$ cat src/rtl/game_session_sequencer.sv
// game_session_sequencer: console menu/launch/play/result sequencer that shares buttons,
// LEDs and the 8x8 grid among NUM_GAMES game cores and keeps a high score for each slot.
`default_nettype none

module game_session_sequencer #(
  parameter int NUM_GAMES     = 4,
  parameter int RESULT_CYCLES = 50000000
) (
  input  logic                     clk,
  input  logic                     rst_n,
  input  logic [4:0]               btn_pulse,
  input  logic [15:0]              sw,
  output logic [5*NUM_GAMES-1:0]   g_btn_pulse,
  output logic [NUM_GAMES-1:0]     g_rst,
  input  logic [64*NUM_GAMES-1:0]  g_grid,
  input  logic [16*NUM_GAMES-1:0]  g_led,
  input  logic [NUM_GAMES-1:0]     g_check_ok,
  input  logic [8*NUM_GAMES-1:0]   g_score,
  input  logic [NUM_GAMES-1:0]     g_done,
  output logic [63:0]              grid,
  output logic [15:0]              led,
  output logic                     check_ok,
  output logic [7:0]               score,
  output logic [2:0]               active_game,
  output logic [1:0]               state_o
);

  localparam logic [1:0] MENU   = 2'd0;
  localparam logic [1:0] LAUNCH = 2'd1;
  localparam logic [1:0] PLAY   = 2'd2;
  localparam logic [1:0] RESULT = 2'd3;

  localparam logic [2:0] LAST_IDX = 3'(NUM_GAMES - 1);
  localparam int         TW       = $clog2(RESULT_CYCLES + 1);
  localparam logic [TW-1:0] TIMER_LAST = TW'(RESULT_CYCLES - 1);

  logic [1:0]             state, next_state;
  logic [2:0]             menu_idx, next_idx;
  logic [TW-1:0]          timer;
  logic [8*NUM_GAMES-1:0] hs, hs_next;

  logic        sel, right, left, abort;
  logic [63:0] act_grid, menu_grid;
  logic [15:0] act_led;
  logic [7:0]  act_score, act_hs, menu_hs, menu_onehot;
  logic        act_ck, act_done;
  logic [NUM_GAMES-1:0]   launch_oh;
  logic [5*NUM_GAMES-1:0] fwd;
  logic        unused_sw;

  assign sel       = btn_pulse[4];
  assign right     = btn_pulse[3];
  assign left      = btn_pulse[2];
  assign abort     = sw[15];
  assign unused_sw = ^sw[14:0];

  // Active-slot muxes are built as loops so the 3-bit index never over-selects a small vector.
  always_comb begin
    act_grid  = '0;
    act_led   = '0;
    act_score = '0;
    act_hs    = '0;
    act_ck    = 1'b0;
    act_done  = 1'b0;
    launch_oh = '0;
    fwd       = '0;
    for (int k = 0; k < NUM_GAMES; k++) begin
      if (menu_idx == 3'(k)) begin
        act_grid  = g_grid[64*k +: 64];
        act_led   = g_led[16*k +: 16];
        act_score = g_score[8*k +: 8];
        act_hs    = hs[8*k +: 8];
        act_ck    = g_check_ok[k];
        act_done  = g_done[k];
        launch_oh[k] = (state == MENU) && sel;
        if (state == PLAY) fwd[5*k +: 5] = btn_pulse;
      end
    end
  end

  always_comb begin
    next_state = state;
    next_idx   = menu_idx;
    case (state)
      MENU: begin
        if (sel)
          next_state = LAUNCH;
        else if (right && !left)
          next_idx = (menu_idx == LAST_IDX) ? 3'd0 : menu_idx + 3'd1;
        else if (left && !right)
          next_idx = (menu_idx == 3'd0) ? LAST_IDX : menu_idx - 3'd1;
      end
      LAUNCH: next_state = PLAY;
      PLAY: begin
        if (abort)
          next_state = MENU;
        else if (act_done)
          next_state = RESULT;
      end
      RESULT: begin
        if (sel || (timer == TIMER_LAST)) next_state = MENU;
      end
      default: next_state = MENU;
    endcase
  end

  // High score is judged on the first RESULT cycle (timer still zero).
  always_comb begin
    hs_next = hs;
    for (int k = 0; k < NUM_GAMES; k++) begin
      if ((state == RESULT) && (timer == '0) && (menu_idx == 3'(k)) && (act_score > act_hs))
        hs_next[8*k +: 8] = act_score;
    end
  end

  // Menu display follows the upcoming index so it never lags active_game.
  always_comb begin
    menu_grid   = '0;
    menu_onehot = '0;
    menu_hs     = '0;
    for (int k = 0; k < 8; k++) begin
      if (next_idx == 3'(k)) begin
        menu_grid[8*k +: 8] = 8'hFF;
        menu_onehot[k]      = 1'b1;
      end
    end
    for (int k = 0; k < NUM_GAMES; k++) begin
      if (next_idx == 3'(k)) menu_hs = hs_next[8*k +: 8];
    end
  end

  always_ff @(posedge clk or negedge rst_n) begin
    if (!rst_n) begin
      state       <= MENU;
      menu_idx    <= 3'd0;
      timer       <= '0;
      hs          <= '0;
      g_btn_pulse <= '0;
      g_rst       <= '0;
      grid        <= '0;
      led         <= '0;
      check_ok    <= 1'b0;
      score       <= '0;
    end else begin
      state       <= next_state;
      menu_idx    <= next_idx;
      timer       <= (state == RESULT) ? timer + 1'b1 : '0;
      hs          <= hs_next;
      g_btn_pulse <= fwd;
      g_rst       <= launch_oh;
      if (next_state == MENU) begin
        grid     <= menu_grid;
        led      <= {menu_hs, menu_onehot};
        check_ok <= 1'b0;
        score    <= 8'd0;
      end else begin
        grid     <= act_grid;
        led      <= act_led;
        check_ok <= (next_state == LAUNCH) ? 1'b0 : act_ck;
        score    <= act_score;
      end
    end
  end

  assign active_game = menu_idx;
  assign state_o     = state;

endmodule

`default_nettype wire

$ cat config.mk
export PLATFORM = sky130hd
export DESIGN_NAME = game_session_sequencer
export DESIGN_NICKNAME = d
export VERILOG_FILES = /design/src/rtl/game_session_sequencer.sv
export SDC_FILE = /design/constraint.sdc
export NUM_CORES = 1
export LEC_CHECK = 0
export BUFFER_PORTS_ARGS = -buffer_cell sky130_fd_sc_hd__buf_2
export CAP_MARGIN = 15
export CORE_AREA = 10 10 186 188
export CTS_CLUSTER_SIZE = 16
export DETAILED_ROUTE_END_ITERATION = 6
export DIE_AREA = 0 0 196 198
export GPL_ROUTABILITY_DRIVEN = 0
export PLACE_DENSITY_LB_ADDON = 0.2
export SYNTH_ARGS = -nofsm -noshare
export SYNTH_HDL_FRONTEND = slang
export SYNTH_SLANG_ARGS = --single-unit
$ cat constraint.sdc
create_clock -name clk -period 8 [get_ports clk]
set_input_delay 0.4 -clock clk [delete_from_list [all_inputs] [get_ports clk]]
set_output_delay 0.4 -clock clk [all_outputs]
set_load 0.01 [all_outputs]
==> summary.md, run 1 <==
| Metric | Value |
|---|---|
| Post-CTS Resized | `0` |
| Number of vias per cell | `between 5 and 6` |
| Yosys warning count | `0` |
| Multi-input gate area | `4840 µm²` |
| Final Hold Viols | `0` |
| Unrepaired setup endpoints after global routing | `false` |
| Sequential power share | `between 20 and 30%` |
| CTS Hold Bufs | `0` |
| Ant. Diodes | `0` |
| Leakage | `between 6 and 7 nW` |
| Slew HR | `24.3%` |
| Final Power | `around 0.0046 W` |
| Slowest cell delay on critical path | `around 0.92 ns` |
| Die width | `~200 µm` |
| Pre-Repair DR Iteration Count | `5` |
| Share of cells above drive strength 1 | `about two fifths` |
| Synth cell types | `58` |
| Critical Path Sink | `led[13]` |
| Setup Fix Bufs, Post-CTS | `0` |
| Number of synthesized flops with an enable pin | `0` |
| Actual slew at the worst max-slew pin | `about 1.1 ns` |
| Worst-path clk slew | `around 0.070 ns` |
| CP Buf/Inv Count | `3` |
| Syn Inst Count | `~1100` |
| FF-to-FF End | `led[13]` |
| Rows | `65` |
| Longest Clk Path Bufs | `2` |
| H-tree levels | `4` |
| CP top delay family | `compound AO/OA/AOI/OAI gates` |
| CTS Root Buffer Type | `clkbuf_16` |
| Post-DRT Antenna Nets | `0` |
| Synthesized area | `about 9600 µm²` |
| Async S/R FF share, synth | `100%` |
| NumNets Final | `roughly 1900` |
| Clk Latency, worst-skew pair | `between 0.4 and 0.5 ns` |
| VDD IR-drop max | `just over 0.0002 V` |
| Core area | `about 31000 µm²` |
| Gr usage total | `a little over a fifth` |
| P_int | `around 0.0025 W` |
| Dominant synthesized flop cell | `dfrtp_1` |
| Number of filler cells placed in the layout | `3216` |
| Final core utilization | `41.9%` |
| IO buf count | `485` |
| Max-cap violations | `0` |
| Initial antenna violation count | `0` |
| Detailed-route via count | `approximately 10000` |
| Largest net degree at the start of global routing | `around 120` |
| Vert. Die Dim | `198 µm` |
| Final setup viols | `0` |
| Setup CP Type | `register to register` |
| Layout area overhead | `35.1%` |
| I/O pin count | `501` |
| R2r startpoint | `active_game[0]` |
| Initial core utilization | `31.0%` |
| Post-route minimum period | `5.86 ns` |
| Crit-path max FO | `between 50 and 60` |
| First-pass GRT wire length | `approximately 66000 µm` |
| CTS Buf Count | `17` |
| Seq/Total Area, Yosys | `a little under half` |
| Period utilization | `73.2%` |
| Crit start category | `register` |
| Clk pwr share | `20.0%` |
| Avg WL per Cell | `23.6 µm` |
| Fin Clk Skew | `between 0.015 and 0.02 ns` |
| Pwr Density | `about 350 nW/µm²` |
| DRC | `0` |
| Worst Hold Class | `primary input to asynchronous set/reset pin` |
| Status | `finished clean` |
| Vias in the first global route | `between 10000 and 15000` |
| Achievable Freq | `roughly 170 MHz` |
| DRT Wirelength | `about 45000 µm` |
| Die Area | `38800 µm²` |
| FF-to-FF path depth | `16` |
| Slowest-stage cell, CP | `nor2_4` |
| Synthesized flop and latch total | `roughly 180` |
| Setup crit start | `active_game[0]` |
| Most frequent cells in the layout | `484 x buf_2, 176 x dfrtp_1, 152 x nor2_1` |
| R2R setup slack | `approximately 2.1 ns` |
| Psw | `between 0.002 and 0.0025 W` |
| Levels on crit path | `16` |
| CP Data Required Time | `approximately 8.3 ns` |
| CTS sink count | `~180` |
| Initial DRC Count | `just under 800` |
| Critical Path AT | `slightly above 6 ns` |
| Fin. max-slew vios | `0` |
| Setup_tns | `0 ns` |
| Crit. End Element | `register` |
| Commonest non-fill, non-tap cell in the layout | `buf_2` |
| Comb power frac | `about 52%` |
| Grt ovf | `0` |
| CTS tree | `done` |
| Post-synth net total | `between 1000 and 1500` |
| Crit-path cells | `inv_1 -> ha_1 -> inv_1 -> nor2_4 -> buf_4 -> a221o_1 -> o21ai_0 -> o21ai_0 -> ha_1 -> nor2b_1 -> o211ai_1 -> a21o_1 -> a21o_1 -> nor3b_1 -> o32ai_1 -> a31o_1` |
| Detailed Place HPWL | `34400 µm` |
| Mapped Avg Cell Area | `about 9.0 µm²` |
| Sequential cell area | `~4400 µm²` |
| Switching part of the total power | `a little under half` |
registers in the layout (all words and copies together) (netlist names), 2 cells and up:
register     cells
g_rst            4
g_btn_pulse     20
grid            64
score            8
active_game      3
hs              32
timer           26
led             16
state_o          2
power groups by stage:
stage | combinational, W | sequential, W | clock, W
finish | 0.00239 | 0.00127 | 0.000916
global route | 0.00264 | 0.00130 | 0.000976
CTS | 0.00243 | 0.00127 | 0.000943
detailed placement | 0.00241 | 0.00128 | 0
global placement | 0.00240 | 0.00128 | 0
floorplan | 0.00139 | 0.00133 | 0
layer usage:
layer  routed length [µm]  share of wire [%]  global-route usage, %
met3                 3630                8.0                   5.85
met4                  999                2.2                   6.02
met2                22700                 50                   36.7
met1                17900                 40                   27.2
met5                    0                  0                      0
cells by family after synthesis:
| family | synth area share (%) |
|---|---|
| xor gates and xnor gates | 2.09 |
| DFF | 45.7 |
| muxes | 3.40 |
| adders and majority gates | 1.95 |
| buffers and inverters | 4.57 |
| and+or+nand+nor | 17.1 |
| AOI/OAI and AO/OA | 25.2 |
cells in the mapped netlist, types with 3 or more instances:
cell | number | area, µm²
nor4_1 | 4 | 25.0
a221oi_1 | 96 | 841
mux2i_1 | 8 | 80.1
inv_1 | 25 | 93.8
mux2_2 | 22 | 248
nor3_1 | 57 | 285
a211o_1 | 6 | 52.6
and2_1 | 5 | 31.3
buf_2 | 4 | 20.0
o32ai_1 | 8 | 70.1
nand3b_1 | 3 | 22.5
clkbuf_1 | 84 | 315
nor2_1 | 155 | 582
dfrtp_1 | 176 | 4400
o21ai_0 | 131 | 656
nor2b_1 | 13 | 81.3
nor3b_1 | 9 | 67.6
a31o_1 | 8 | 70.1
nand2b_1 | 9 | 56.3
nand4_1 | 6 | 37.5
a21oi_1 | 96 | 480
or3_1 | 4 | 25.0
and3_1 | 3 | 18.8
xor2_1 | 15 | 131
ha_1 | 15 | 188
o2bb2ai_1 | 8 | 70.1
nand2_1 | 38 | 143
nand3_1 | 17 | 85.1
a211oi_4 | 3 | 60.1
xnor2_1 | 8 | 70.1
layout make-up:
cell class,instances,share of cell area (%)
inverter,26,0.750
sequential,176,33.8
multi-input combinational,780,37.2
clock inverter,14,1.56
tap,402,3.86
clock buffer,18,3.30
timing repair buffer,499,19.5
worst min-delay path by stage:
stage | from | end | slack (ns)
4_1_cts | rst_n | led[8] | 0.15
6_report | rst_n | timer[18] | 0.08
3_5_place_dp | hs[12] | hs[12] | 0.50
2_1_floorplan | rst_n | active_game[0] | 0.10
5_1_grt | rst_n | timer[19] | 0.15
3_3_place_gp | hs[13] | hs[13] | 0.49
stage by stage:
stage | worst slack [ns] | hold WS (ns) | cells | cell area (µm²)
after global placement | 2.23 | 0.487 | 1883 | 12400
after floorplan | 3.31 | 0.104 | 1072 | 9640
after detailed placement | 2.25 | 0.499 | 1883 | 12400
after global routing | 1.72 | 0.151 | 1915 | 13000
after CTS | 2.16 | 0.150 | 1915 | 13000
final | 2.14 | 0.0826 | 1915 | 13000
(Power assumes the default switching activity.)
==> run 2: changes to the inputs <==
Clock period 8 ns to 6.1 ns, I/O delays scaled along.
==> run 2 against run 1 <==
Compared with the run above: non-clock buffer count rose by 9; via count shrank 0.13%; worst hold slack worse by 0.047 ns; clock power up 20%; flip-flop and latch count is the same; final cell count grew 0.52%; maximum frequency grew 24%; routed wire length grew 1.5%; critical path type unchanged; critical endpoint is now led[15]; largest power group unchanged; highest routed layer is now met5.
==> summary.md, run 2 (synthesized netlist as in run 1, its figures left out) <==
| Metric | Value |
|---|---|
| Status | `finished clean (unchanged)` |
| Number of filler cells placed in the layout | `3229 (was 3216)` |
| Rows | `65 (unchanged)` |
| Post-CTS Resized | `0 (unchanged)` |
| Slowest cell delay on critical path | `0.58 ns (was 0.92 ns)` |
| Setup_tns | `0 ns (unchanged)` |
| Final Hold Viols | `0 (unchanged)` |
| IO buf count | `485 (unchanged)` |
| Largest regs | `grid: 64 flops, hs: 32 flops, timer: 26 flops (unchanged)` |
| Avg WL per Cell | `23.9 µm (was 23.6 µm)` |
| Worst-path clk slew | `0.07 ns (about the same)` |
| Grt ovf | `0 (unchanged)` |
| CTS tree | `done (unchanged)` |
| Vert. Die Dim | `198 µm (unchanged)` |
| CTS Root Buffer Type | `clkbuf_16 (unchanged)` |
| Worst Hold Class | `primary input to asynchronous set/reset pin (unchanged)` |
| Unrepaired setup endpoints after global routing | `false (unchanged)` |
| Pre-Repair DR Iteration Count | `5 (unchanged)` |
| CTS Buf Count | `17 (unchanged)` |
| Crit-path max FO | `8 (was 54)` |
| Die Area | `38800 µm² (unchanged)` |
| Multi-input gate area | `4840 µm² (about the same)` |
| Fin Clk Skew | `0.0149 ns (was 0.0197 ns)` |
| Fin. max-slew vios | `0 (unchanged)` |
| Core area | `31100 µm² (unchanged)` |
| Largest net degree at the start of global routing | `122 (was 115)` |
| Post-route minimum period | `4.74 ns (was 5.86 ns)` |
| Setup CP Type | `register to register (unchanged)` |
| Leakage | `6.42 nW (was 6.40 nW)` |
| Vias in the first global route | `10200 (about the same)` |
| DRT Wirelength | `45900 µm (was 45300 µm)` |
| Max FFs per register | `64 (unchanged)` |
| Largest register by flop count | `grid (unchanged)` |
| First-pass GRT wire length | `66000 µm (was 65600 µm)` |
| Final setup viols | `0 (unchanged)` |
| Initial DRC Count | `909 (was 776)` |
| Number of vias per cell | `5.31 (was 5.34)` |
| Gr usage total | `22.2% (was 21.9%)` |
| Final core utilization | `42.0% (was 41.9%)` |
| Setup Fix Bufs, Post-CTS | `0 (unchanged)` |
| Die width | `196 µm (unchanged)` |
| Post-Place Setup Slack | `1.35 ns (was 2.25 ns)` |
| I/O pin count | `501 (unchanged)` |
| Period utilization | `77.7% (was 73.2%)` |
| Share of cells above drive strength 1 | `38.4% (was 38.1%)` |
| CP top delay family | `compound AO/OA/AOI/OAI gates (unchanged)` |
| Critical Path AT | `5.06 ns (was 6.18 ns)` |
| VDD IR-drop max | `0.000177 V (was 0.000205 V)` |
| Fin worst setup slack | `1.36 ns (was 2.14 ns)` |
| Sequential cell area | `4400 µm² (unchanged)` |
| Layout area overhead | `35.3% (was 35.1%)` |
| Most frequent cells in the layout | `484 x buf_2, 176 x dfrtp_1, 153 x nor2_1 (was 484 x buf_2, 176 x dfrtp_1, 152 x nor2_1)` |
| Post-DRT Antenna Nets | `0 (unchanged)` |
| Pwr Density | `456 nW/µm² (was 352 nW/µm²)` |
| Min Hold Slack | `0.0351 ns (was 0.0826 ns)` |
| Crit start category | `register (unchanged)` |
| CP Data Required Time | `6.42 ns (was 8.32 ns)` |
| Post-route cell area | `13000 µm² (about the same)` |
| NumNets Final | `1907 (was 1898)` |
| CTS Hold Bufs | `0 (unchanged)` |
| DRC | `0 (unchanged)` |
| Achievable Freq | `211 MHz (was 171 MHz)` |
| Slowest-stage cell, CP | `a211oi_4 (was nor2_4)` |
| Max-cap violations | `0 (unchanged)` |
| Detailed-route via count | `10200 (about the same)` |
| Clk Latency, worst-skew pair | `0.44 ns (was 0.43 ns)` |
| CP Buf/Inv Count | `1 (was 3)` |
| Initial core utilization | `31.0% (unchanged)` |
| H-tree levels | `4 (unchanged)` |
| Commonest non-fill, non-tap cell in the layout | `buf_2 (unchanged)` |
| Crit. End Element | `register (unchanged)` |
| Actual slew at the worst max-slew pin | `0.974 ns (was 1.13 ns)` |
| Crit-path cells | `inv_1 -> ha_1 -> nor2b_1 -> a221oi_1 -> a211o_1 -> a21oi_1 -> ha_1 -> nor2b_1 -> o211ai_1 -> a21o_1 -> a211oi_4 -> mux2_2 -> or3_1 -> a31o_1 (was inv_1 -> ha_1 -> inv_1 -> nor2_4 -> buf_4 -> a221o_1 -> o21ai_0 -> o21ai_0 -> ha_1 -> nor2b_1 -> o211ai_1 -> a21o_1 -> a21o_1 -> nor3b_1 -> o32ai_1 -> a31o_1)` |
| Longest Clk Path Bufs | `2 (unchanged)` |
| Slew HR | `35.0% (was 24.3%)` |
| Initial antenna violation count | `4 (was 0)` |
| CTS sink count | `176 (unchanged)` |
| Area after DPL | `12500 µm² (was 12400 µm²)` |
| Detailed Place HPWL | `35200 µm (was 34400 µm)` |
[run 2: cell types whose count changed in the layout (fill, tap and decap cells not counted)]
| cell | previous run | this run |
|---|---|---|
| buf_12 | 0 | 1 |
| buf_4 | 14 | 22 |
| bufinv_16 | 4 | 1 |
| clkbuf_1 | 1 | 0 |
| clkbuf_8 | 1 | 2 |
| clkinv_2 | 2 | 3 |
| clkinvlp_4 | 2 | 1 |
| diode_2 | 0 | 2 |
| inv_6 | 3 | 6 |
| inv_8 | 2 | 1 |
| nor2_1 | 152 | 153 |
| nor2_2 | 1 | 0 |
[run 2: layout make-up]
class / instances / share of cell area, %
Clock inverter: 13 / 0.960
Clock buffer: 18 / 3.37
Antenna cell: 2 / 0.0384
Inverter: 26 / 0.749
Multi-Input combinational cell: 780 / 37.1
Tap cell: 402 / 3.86
Timing Repair Buffer: 508 / 20.1
Sequential cell: 176 / 33.8
[run 2: power by group]
part | switching [W] | internal (W) | total, W
combinational | 0.00206 | 0.00111 | 0.00317
sequential | 0.000183 | 0.00149 | 0.00168
clock | 0.000515 | 0.000581 | 0.00110
total | 0.00276 | 0.00319 | 0.00595
[run 2: metal layers]
layer	vias up	GRT usage (%)	part of all wire (%)
li1	4807	-	-
met1	4936	27.4	41
met2	421	37.3	50
met3	53	5.53	7.2
met4	4	6.96	1.8
met5	-	0	0.059
[run 2: final timing paths]
| kind | from | endpoint | slack (ns) | cells after the start |
|---|---|---|---|---|
| hold / removal | rst_n | timer[22] | 0.04 | 1 |
| hold reg to reg | hs[14] | hs[14] | 0.52 | 2 |
| min in group clk | g_grid[225] | grid[33] | 0.17 | 3 |
| setup reg to reg | active_game[1] | led[15] | 1.36 | 14 |
| setup / recovery | active_game[1] | led[15] | 1.36 | 14 |
| max in group asynchronous | rst_n | hs[6] | 4.71 | 2 |
[run 2: metrics by stage]
stage	total power, W	cells
detailed placement	0.00488	1892
global placement	0.00485	1892
floorplan	0.00357	1072
CTS	0.00601	1923
finish	0.00595	1925
global route	0.00638	1925
==> run 3: changes to the inputs <==
Clock period 6.1 ns to 4.9 ns, I/O delays scaled along.
==> run 3 against run 2 <==
Compared with the run above: sequential share of layout area down 0.31 points; flip-flop and latch count unchanged; power up 26%; clock power up 33%; critical path depth up 2; design area up 0.94%; first-iteration DRC count down 7.0%; critical endpoint is now led[13]; clock skew down 0.0030 ns; critical path type unchanged; global-route usage down 0.060 points; register-to-register slack worse by 0.97 ns; non-clock buffer count up 10; combinational power up 25%.
==> summary.md, run 3 (synthesized netlist as in run 1, its figures left out) <==
| Metric | Value |
|---|---|
| Leakage | `6.48 nW (was 6.42 nW)` |
| Comb power frac | `52.9% (was 53.4%)` |
| Non-filler cells, final | `1938 (was 1925)` |
| Switching part of the total power | `45.2% (was 46.4%)` |
| Post-route cell area | `13200 µm² (was 13000 µm²)` |
| Status | `finished clean (unchanged)` |
| Setup CP Type | `register to register (unchanged)` |
| H-tree levels | `4 (unchanged)` |
| Crit. End Element | `register (unchanged)` |
| Cell count after placement | `1901 (was 1892)` |
| Initial antenna violation count | `5 (was 4)` |
| Setup_tns | `0 ns (unchanged)` |
| Critical Path AT | `4.83 ns (was 5.06 ns)` |
| Die Area | `38800 µm² (unchanged)` |
| Hold path startpoint | `btn_pulse[0]` |
| Worst-path clk slew | `0.07 ns (about the same)` |
| Period utilization | `92.1% (was 77.7%)` |
| Fin Clk Skew | `0.0119 ns (was 0.0149 ns)` |
| DRC | `0 (unchanged)` |
| Slew HR | `42.3% (was 35.0%)` |
| Setup Fix Bufs, Post-CTS | `0 (unchanged)` |
| Most frequent cells in the layout | `484 x buf_2, 176 x dfrtp_1, 153 x nor2_1 (unchanged)` |
| First-pass GRT wire length | `66000 µm (about the same)` |
| Fin worst setup slack | `0.387 ns (was 1.36 ns)` |
| Post-route minimum period | `4.51 ns (was 4.74 ns)` |
| Largest regs | `grid: 64 flops, hs: 32 flops, timer: 26 flops (unchanged)` |
| Detailed-route via count | `10300 (was 10200)` |
| Initial core utilization | `31.0% (unchanged)` |
| Achievable Freq | `222 MHz (was 211 MHz)` |
| FF-to-FF path depth | `16 (was 14)` |
| Detailed Place HPWL | `35700 µm (was 35200 µm)` |
| CTS Hold Bufs | `1 (was 0)` |
| NumNets Final | `1917 (was 1907)` |
| CTS Root Buffer Type | `clkbuf_16 (unchanged)` |
| R2r startpoint | `active_game[1] (unchanged)` |
| Hold Path Cell Cnt | `3` |
| Post-Place Setup Slack | `0.510 ns (was 1.35 ns)` |
| Number of filler cells placed in the layout | `3241 (was 3229)` |
| Vias in the first global route | `10200 (about the same)` |
| Final Hold Viols | `0 (unchanged)` |
| Commonest non-fill, non-tap cell in the layout | `buf_2 (unchanged)` |
| Max-cap violations | `0 (unchanged)` |
| Clk Latency, worst-skew pair | `0.44 ns (about the same)` |
| I/O pin count | `501 (unchanged)` |
| Clk pwr share | `19.4% (was 18.4%)` |
| IO buf count | `485 (unchanged)` |
| Longest Clk Path Bufs | `2 (unchanged)` |
| Worst Hold Class | `primary input to register (was primary input to asynchronous set/reset pin)` |
| Number of vias per cell | `5.30 (was 5.31)` |
| Crit start category | `register (unchanged)` |
| Gr usage total | `22.2% (about the same)` |
| CTS Buf Count | `17 (unchanged)` |
| Fin. max-slew vios | `0 (unchanged)` |
| Layout area overhead | `36.5% (was 35.3%)` |
| Largest register by flop count | `grid (unchanged)` |
| Max FFs per register | `64 (unchanged)` |
| CP Data Required Time | `5.22 ns (was 6.42 ns)` |
| Sequential power share | `27.7% (was 28.2%)` |
| Avg WL per Cell | `23.5 µm (was 23.9 µm)` |
| Rows | `65 (unchanged)` |
| Grt ovf | `0 (unchanged)` |
| Pwr Density | `570 nW/µm² (was 456 nW/µm²)` |
| Final setup viols | `0 (unchanged)` |
| Initial DRC Count | `845 (was 909)` |
| Largest net degree at the start of global routing | `104 (was 122)` |
| Share of cells above drive strength 1 | `38.6% (was 38.4%)` |
| Unrepaired setup endpoints after global routing | `false (unchanged)` |
| Post-CTS Resized | `0 (unchanged)` |
| Die width | `196 µm (unchanged)` |
| Psw | `0.00339 W (was 0.00276 W)` |
| VDD IR-drop max | `0.000257 V (was 0.000177 V)` |
| Actual slew at the worst max-slew pin | `0.864 ns (was 0.974 ns)` |
| DRT Wirelength | `45600 µm (was 45900 µm)` |
| CTS tree | `done (unchanged)` |
| Setup crit start | `active_game[1] (unchanged)` |
| Core area | `31100 µm² (unchanged)` |
| Crit-path max FO | `10 (was 8)` |
| Post-DRT Antenna Nets | `0 (unchanged)` |
| Pre-Repair DR Iteration Count | `5 (unchanged)` |
| Vert. Die Dim | `198 µm (unchanged)` |
| CTS sink count | `176 (unchanged)` |
| Area after DPL | `12500 µm² (about the same)` |
| P_int | `0.00411 W (was 0.00319 W)` |
==> run 3: worst max-delay path, cell delays in order, from the launching register on <==
cell,delay [ns]
dfrtp_1,0.47
inv_1,0.12
ha_1,0.33
nor2b_1,0.15
buf_4,0.18
a221oi_1,0.13
a211o_1,0.30
a21oi_1,0.53
ha_1,0.36
nor2b_1,0.13
o211ai_1,0.15
a21o_1,0.31
a21o_1,0.38
buf_4,0.24
nor3b_1,0.23
o32ai_1,0.13
a31o_1,0.25
==> run 3: through the flow <==
step | power (W) | utilization [%] | hold slack (ns)
5_1_grt | 0.00806 | 42.4 | 0.107
2_1_floorplan | 0.00444 | - | -0.0506
3_5_place_dp | 0.00609 | 40.3 | 0.420
6_report | 0.00750 | 42.4 | 0.110
4_1_cts | 0.00758 | 42.3 | 0.0897
3_3_place_gp | 0.00606 | 40.3 | 0.417
==> run 3: routing by layer <==
metal	vias up	GRT usage [%]	part of all wire (%)
met5	-	0	0.026
met4	2	6.17	1.7
met3	41	5.11	7.1
met2	409	37.1	50
met1	4984	28.0	41
li1	4844	-	-
==> run 3: power by group through the flow <==
stage / clock, W / sequential (W) / combinational [W]
CTS: 0.00149 / 0.00207 / 0.00402
global route: 0.00155 / 0.00211 / 0.00439
floorplan: 0 / 0.00217 / 0.00227
finish: 0.00146 / 0.00207 / 0.00397
detailed placement: 0 / 0.00209 / 0.00400
global placement: 0 / 0.00209 / 0.00397
==> run 3: final timing paths <==
| check | end | slack, ns |
|---|---|---|
| worst max-delay path | led[13] | 0.39 |
| max in group asynchronous | grid[55] | 3.33 |
| worst min-delay path | g_btn_pulse[0] | 0.11 |
| min in group asynchronous | timer[21] | 0.47 |
| worst max register to register | led[13] | 0.39 |
| worst min register to register | hs[7] | 0.51 |
==> run 3: layout make-up <==
type | instances | area (µm²) | area share [%]
inverters | 26 | 97.6 | 0.742
multi-input cells | 780 | 4840 | 36.8
diodes | 4 | 10.0 | 0.0761
well taps | 402 | 503 | 3.82
repair buffers | 518 | 2690 | 20.4
clock buffers | 22 | 464 | 3.53
flip-flops and latches | 176 | 4400 | 33.5
clock inverters | 10 | 153 | 1.16
